--- config.mk ---
export PLATFORM = sky130hd
export DESIGN_NAME = squeeze_weight_sequencer
export DESIGN_NICKNAME = d
export VERILOG_FILES = /design/src/rtl/squeeze_pkg.sv /design/src/rtl/seq_addr_counter.sv /design/src/rtl/squeeze_weight_sequencer.sv
export SDC_FILE = /design/constraint.sdc
export NUM_CORES = 1
export LEC_CHECK = 0
export BUFFER_PORTS_ARGS = -buffer_cell sky130_fd_sc_hd__buf_2
export CORE_AREA = 4 4 86 104
export CTS_BUF_LIST = sky130_fd_sc_hd__clkbuf_8
export CTS_CLUSTER_DIAMETER = 80
export DETAILED_ROUTE_END_ITERATION = 16
export DIE_AREA = 0 0 90 108
export GPL_TIMING_DRIVEN = 0
export PLACE_DENSITY = 0.4
export SYNTH_ARGS = -nofsm -noshare
export SYNTH_HDL_FRONTEND = slang
export SYNTH_SLANG_ARGS = --single-unit
export TNS_END_PERCENT = 50
--- constraint.sdc ---
create_clock -name clk -period 3.15 [get_ports clk]
set_input_delay 0 -clock clk [delete_from_list [all_inputs] [get_ports clk]]
set_output_delay 0 -clock clk [all_outputs]
set_load 0.03 [all_outputs]
--- src/rtl/squeeze_pkg.sv ---
// Shared types and default geometry for the squeeze weight sequencer.
package squeeze_pkg;
   localparam int ADDR_DEF  = 8;
   localparam int DEPTH_DEF = 256;
   localparam int PIX_W_DEF = 12;

   typedef enum logic [1:0] {
      IDLE = 2'd0,
      RUN  = 2'd1,
      DONE = 2'd2
   } seq_state_t;
endpackage

--- src/rtl/seq_addr_counter.sv ---
// Weight address / pixel counter pair: address wraps at DEPTH-1 and carries into the pixel count.
module seq_addr_counter
   import squeeze_pkg::*;
#(
   parameter int ADDR  = ADDR_DEF,
   parameter int DEPTH = DEPTH_DEF,
   parameter int PIX_W = PIX_W_DEF
) (
   input  logic             clk,
   input  logic             rst,
   input  logic             clear,
   input  logic             enable,
   input  logic [PIX_W-1:0] last_pix,
   output logic [ADDR-1:0]  addr,
   output logic             addr_wrap,
   output logic             pix_tc
);

   logic [PIX_W-1:0] pix;

   assign addr_wrap = (addr == ADDR'(DEPTH - 1));
   assign pix_tc    = (pix == last_pix);

   always_ff @(posedge clk or posedge rst) begin
      if (rst) begin
         addr <= '0;
         pix  <= '0;
      end else if (clear) begin
         addr <= '0;
         pix  <= '0;
      end else if (enable) begin
         if (addr_wrap) begin
            addr <= '0;
            pix  <= pix + PIX_W'(1);
         end else begin
            addr <= addr + ADDR'(1);
         end
      end
   end

endmodule

--- src/rtl/squeeze_weight_sequencer.sv ---
// Streams DEPTH weight addresses per output pixel to a combinational ROM with ready/valid flow control.
// Optional stall counter output enabled by defining SEQ_STALL_COUNT_EN.
module squeeze_weight_sequencer
   import squeeze_pkg::*;
#(
   parameter int ADDR  = ADDR_DEF,
   parameter int DEPTH = DEPTH_DEF,
   parameter int PIX_W = PIX_W_DEF
) (
   input  logic             clk,
   input  logic             rst,
   input  logic             start,
   input  logic [PIX_W-1:0] num_pixels,
   input  logic             mac_ready,
   output logic [ADDR-1:0]  rom_address,
   output logic             w_valid,
   output logic             acc_clear,
   output logic             acc_last,
   output logic             busy,
   output logic             done
`ifdef SEQ_STALL_COUNT_EN
   ,
   output logic [31:0]      stall_cycles
`endif
);

   seq_state_t       state, state_next;
   logic             start_accept;
   logic             beat;
   logic             addr_wrap;
   logic             pix_tc;
   logic [PIX_W-1:0] last_pix;
   logic [ADDR-1:0]  addr;

   assign start_accept = (state == IDLE) && start;
   assign w_valid      = (state == RUN);
   assign beat         = w_valid && mac_ready;
   assign rom_address  = addr;
   // Beat qualifiers are gated by w_valid so they read 0 outside RUN.
   assign acc_clear    = w_valid && (addr == '0);
   assign acc_last     = w_valid && addr_wrap;
   assign busy         = (state != IDLE);
   assign done         = (state == DONE);

   always_ff @(posedge clk or posedge rst) begin
      if (rst) begin
         state <= IDLE;
      end else begin
         state <= state_next;
      end
   end

   always_comb begin
      state_next = state;
      case (state)
         IDLE: begin
            if (start) begin
               state_next = (num_pixels != '0) ? RUN : DONE;
            end
         end
         RUN: begin
            if (beat && addr_wrap && pix_tc) begin
               state_next = DONE;
            end
         end
         DONE:    state_next = IDLE;
         default: state_next = IDLE;
      endcase
   end

   // num_pixels-1 wraps to all-ones when num_pixels is 0, but RUN is never entered then.
   always_ff @(posedge clk or posedge rst) begin
      if (rst) begin
         last_pix <= '0;
      end else if (start_accept) begin
         last_pix <= num_pixels - PIX_W'(1);
      end
   end

   seq_addr_counter #(
      .ADDR  (ADDR),
      .DEPTH (DEPTH),
      .PIX_W (PIX_W)
   ) u_counter (
      .clk       (clk),
      .rst       (rst),
      .clear     (start_accept),
      .enable    (beat),
      .last_pix  (last_pix),
      .addr      (addr),
      .addr_wrap (addr_wrap),
      .pix_tc    (pix_tc)
   );

`ifdef SEQ_STALL_COUNT_EN
   always_ff @(posedge clk or posedge rst) begin
      if (rst) begin
         stall_cycles <= '0;
      end else if (start_accept) begin
         stall_cycles <= '0;
      end else if (w_valid && !mac_ready && (stall_cycles != '1)) begin
         stall_cycles <= stall_cycles + 32'd1;
      end
   end
`endif

endmodule

# --- Word level (Yosys, flattened, before mapping) ---
# Index checks and enable logic that the tools add are counted.
op_classes:
  n_reduce_logical: 14
  eq_ne: 6
  n_mux: 10
  n_addsub: 3
ops:
  columns: ["op", "count"]
  rows:
  - ["2-to-1 mux 12 bit", 3]
  - ["2-to-1 mux 8 bit", 3]
  - ["adder 12 x 1 -> 12 bit, second input constant", 1]
  - ["equality test 12 bit", 1]
  - ["nonzero test 12 bit", 1]
  - ["subtractor 12 x 1 -> 12 bit, second input constant", 1]
  - ["adder 8 x 1 -> 8 bit, second input constant", 1]
  - ["equality test 8 bit, second input constant", 1]
  - ["logical NOT 8 bit", 1]
  - ["logical AND 1 bit", 6]
  - ["2-to-1 mux 2 bit", 3]
  - ["nonzero test 2 bit", 3]
  - ["case mux 2 bit (2 select lines)", 1]
  - ["AND reduction 2 bit", 2]
  - ["equality test 2 x 1 -> 1 bit, second input constant", 1]
  - ["equality test 2 bit, second input constant", 1]
  - ["logical NOT 2 bit", 1]
  - ["!= test 2 x 1 -> 1 bit, second input constant", 1]
  - ["!= test 2 bit, second input constant", 1]
totals:
  output_inout_bits: 13
  word_cells: 37
  regBits: 34
  input_bits: 16

# --- Depth between registers and ports, before layout ---
logic_depth:
  word_depth: 6
  ltp_mapped: 7
  mapped_depth_nobuf: 6

# --- Cells and area by module ---
# A second synthesis with hierarchy kept.
unflattened:
  cells_unflattened: 216
  hier_area_um2: 2001.9
by_module_without_submodules:
  columns: ["mod", "area_each_um2", "instances", "seq_area_each_um2", "cells_each"]
  rows:
  - ["seq_addr_counter", 1183.6, 1, 500.5, 127]
  - ["squeeze_weight_sequencer", 818.3, 1, 350.3, 89]

# --- Worst setup path before layout ---
# No wires, ideal clock.
synth_path:
  kind: "reg-to-reg"
  start: "reg u_counter.addr[0]"
  end: "reg u_counter.pix[7]"
  arrival_time_ns: 1.903
  period_less_slack_ns: 1.981
  setup_time_ns: 0.078
  path_buffers: 1
  path_slack_ns: 1.169
  stages_incl_launch_ff: 7
  required_ns: 3.072
  cell_sequence: "dfrtp_1 > ha_1 > and4_4 > nand4_2 > buf_6 > or4_1 > a21oi_1"
synth_via:
  elab_chain_len: 3
synth_rtl:
  columns: ["element", "line_no", "rtl"]
  rows:
  - ["from (decl)", "seq_addr_counter.sv:14", "output logic [ADDR-1:0] addr,"]
  - ["from (signal assigned)", "seq_addr_counter.sv:36", "addr <= addr + ADDR'(1);"]
  - ["equality test 8 bit", "seq_addr_counter.sv:21", "assign addr_wrap = (addr == ADDR'(DEPTH - 1));"]
  - ["nonzero test 2 bit (no line)", null, null]
  - ["AND reduction 2 bit (no line)", null, null]
  - ["to (signal assigned)", "seq_addr_counter.sv:34", "pix <= pix + PIX_W'(1);"]
  - ["to (decl)", "seq_addr_counter.sv:19", "logic [PIX_W-1:0] pix;"]
# Every way passes these cells.
# A chain may end at the register's enable or synchronous reset.

# --- Worst setup path after layout ---
layout_path:
  start: "reg u_counter.addr[0]"
  end: "reg u_counter.pix[9]"
# The elaborated chain is that of the path after synthesis.

==> metrics.md <==
| Metric | Value |
|---|---|
| Overall routed net length | 5210 um |
| Max Cap Viol | 0 |
| Port Buf Inserts | 28 |
| Asr flop ratio synth | 100% |
| Setup TNS | 0 ns |
| Crit. End Element | register |
| # IOs | 29 |
| PwrDens | 525 nW/um^2 |
| Layout cells sized above 1 | 15.3% |
| Most frequent cells in the layout | dfrtp_1 (34), buf_2 (30), nand2_1 (27) |
| Antenna Nets Post-Route | 0 |
| Clk pin slew, worst setup/hold paths | 0.07 ns |
| First-pass GRT wire length | 8950 um |
| Final setup viols | 0 |
| Die H | 108 um |
| Synth Area in Simple Gates | 25.7% |
| DP Wirelength | 3820 um |
| Worst hold start | num_pixels[3] |
| Largest family of logic cells by synthesized area | simple AND/OR/NAND/NOR gates |
| Worst-Margin Slew | 0.766 ns |
| F_max | 504 MHz |
| Post-synth EDFFs | 0 |
| Post-DR vias/cell | 4.87 |
| Minimum clock period | 1.99 ns |
| Core box area | 7970 sq um |
| Crit start category | register |
| Yosys reg bits | 34 |
| Slack of the worst reg-to-reg path | 1.16 ns |
| Synth-to-Final Area Change | 19.2% |
| Mapped Nets | 236 |
| Gr usage total | 11.6% |
| R2r endpoint | u_counter.pix[9] |
| Row cnt | 36 |
| CP max FO | 10 |
| Slew Limit Fails | 0 |
| Fin cells | 350 |
| WP data arrival | 2.13 ns |
| Avg Inst Size Synth | 9.07 sq um |
| Pin count of the biggest net entering global routing | 35 |
| Via count of the first global-routing pass | 1776 |
| Peak VDD IR | 0.000163 V |
| Reg2reg start | u_counter.addr[0] |
| Post-Syn Area | 1960 sq um |
| Mux contribution to synthesized area | 0.511% |
| DR vias | 1703 |
| Status | complete, no violations |
| Clock Skew | 0.00728 ns |
| Antenna fix cells | 0 |
| Clock latency on the worst-skew pair | 0.28 ns |
| # DRC | 0 |
| Final hold violations | 0 |
| Finished layout cell area | 2330 sq um |
| Post-placement cell count | 339 |
| CTS HTree Levels | 2 |
| Die Wd | 90 um |
| Worst hold stages | 3 |
| Placed Instance Area | 2220 sq um |
| Critical Path RT | 3.29 ns |
| Static Leak | 0.987 nW |
| Synth Instances | 216 |
| Period utilization | 63.0% |
| Hold WC Path Type | input pin to register |
| Max_slew headroom | 48.8% |
| CTS Buf Count | 5 |
| WL/cell | 14.9 um |
| Adder-Cell Fraction of Synth Area | 2.55% |
| Final nets | 275 |
| DRT Pass-1 Iters | 4 |
| Drt first-iter violations | 80 |
| Multi-input gate area | 1020 sq um |
| Yosys warns | 0 |
| Routability congestion estimate | 0.724 |
| Pre-CTS WS | 1.18 ns |
| Final Worst Setup Slack | 1.16 ns |
| Top_reg_cell synth | dfrtp_1 |
| Clock tree sinks | 34 |
| Synth Area in Compound Gates | 13.2% |
| Worst Hold End | last_pix[3] |
| Die area | 9720 sq um |
| Area taken by flip-flops and latches | 851 sq um |
| Initial Util | 24.6% |
| Post-synthesis cell type count | 40 |
| Setup CP Type | register to register |
| CTS tree | yes |
| Initial antenna violation count | 0 |
| Fill count | 874 |
| Tot Pwr | 0.00122 W |
| FF-to-FF path depth | 7 |
| Seq/Total Area, Yosys | 43.4% |
| CTS max path bufs | 2 |
| Clock Tree Root | clkbuf_8 |
| Total grt overflow | 0 |
| Xor-xnor portion of the synthesized cell area | 10.3% |
| Most common cell after layout, fill and taps aside | dfrtp_1 |
| RSZ-0062 raised after global routing | false |
-- kinds of logic (layout without fill, tap and decap cells) --
| group | count (synthesis) | after routing |
|---|---|---|
| AO/OA/AOI/OAI | 42 | 42 |
| multiplexers | 1 | 1 |
| XOR/XNOR | 23 | 23 |
| AND/OR/NAND/NOR | 92 | 92 |
| flip-flops | 34 | 34 |
| buffers and inverters | 20 | 59 |
| adder cells (fa/ha/maj) | 4 | 4 |
-- worst max-delay path by stage --
| stage | from | endpoint |
|---|---|---|
| floorplan | u_counter.addr[0] | u_counter.pix[7] |
| global placement | u_counter.addr[0] | u_counter.pix[11] |
| detailed placement | u_counter.addr[0] | u_counter.pix[11] |
| CTS | u_counter.addr[0] | u_counter.pix[9] |
| global route | u_counter.addr[0] | u_counter.pix[9] |
| finish | u_counter.addr[0] | u_counter.pix[9] |
-- state kept, by name (all words and copies together), names as in the netlist --
signal / count
u_counter.pix: 12
last_pix: 12
u_counter.addr: 8
state: 2
-- critical path: stages, from the launching register on --
cell and delay, ns:
dfrtp_1 0.45, ha_1 0.22, and4_4 0.27, nand4_2 0.14, buf_6 0.18, clkbuf_1 0.23
o31ai_1 0.26, a21oi_1 0.10
-- power breakdown --
group	internal (W)	leakage [nW]	switching, W	total [W]
logic	0.000135	0.496	0.000197	0.000332
clock network	0.000146	0.0466	0.000158	0.000304
registers	0.000514	0.444	0.0000746	0.000589
-- area by class of cell --
type | instances | area share [%]
Buffer | 10 | 2.04
Clock buffer | 5 | 2.95
Clock inverter | 2 | 0.322
Inverter | 10 | 1.61
Multi-Input combinational cell | 162 | 43.8
Sequential cell | 34 | 36.4
Tap cell | 95 | 5.09
Timing Repair Buffer | 32 | 7.72
-- cell usage after synthesis, types with 2 or more instances --
library cell  instances  area share (%)
dfrtp_1              34              43
nand2_1              27             5.2
o21ai_0              15             3.8
xnor2_1              15             6.7
nand3_1              11             2.8
a21oi_1              10             2.6
inv_1                10             1.9
nor2_1               10             1.9
xor2_1                8             3.6
or4_1                 7             2.7
clkbuf_1              6             1.1
nand4_1               6             1.9
o31ai_1               6             2.3
and3_1                4             1.3
ha_1                  4             2.6
o41ai_1               4             1.8
or3_1                 4             1.3
a31oi_1               3            0.96
and2_1                3            0.96
nor2b_1               3            0.96
nor3_1                3            0.77
nor4_1                3            0.96
buf_2                 2            0.51
nand3b_1              2            0.77
-- through the flow --
stage	hold WS, ns	util, %
after detailed placement	0.193	27.8
after floorplan	0.0983	-
after global routing	0.0462	29.3
after CTS	0.0223	29.3
after global placement	0.254	27.8
final	0.0278	29.3
-- routing by layer --
| metal | track usage [%] | share of wire (%) | vias up | wire length [um] |
|---|---|---|---|---|
| met5 | 0 | 0 | - | 0 |
| met4 | 3.94 | 2.1 | 0 | 107 |
| met1 | 13.8 | 45 | 801 | 2320 |
| li1 | - | - | 853 | - |
| met2 | 20.3 | 49 | 40 | 2540 |
| met3 | 2.99 | 4.6 | 9 | 237 |
-- timing repair --
item                                   CTS  global route
hold buffers                             4             0
gates resized for setup                  0             0
endpoints found under the hold margin   37             0
setup endpoints to repair                0             0
buffers inserted                         0             0
Power figures use the tool's default switching activity.
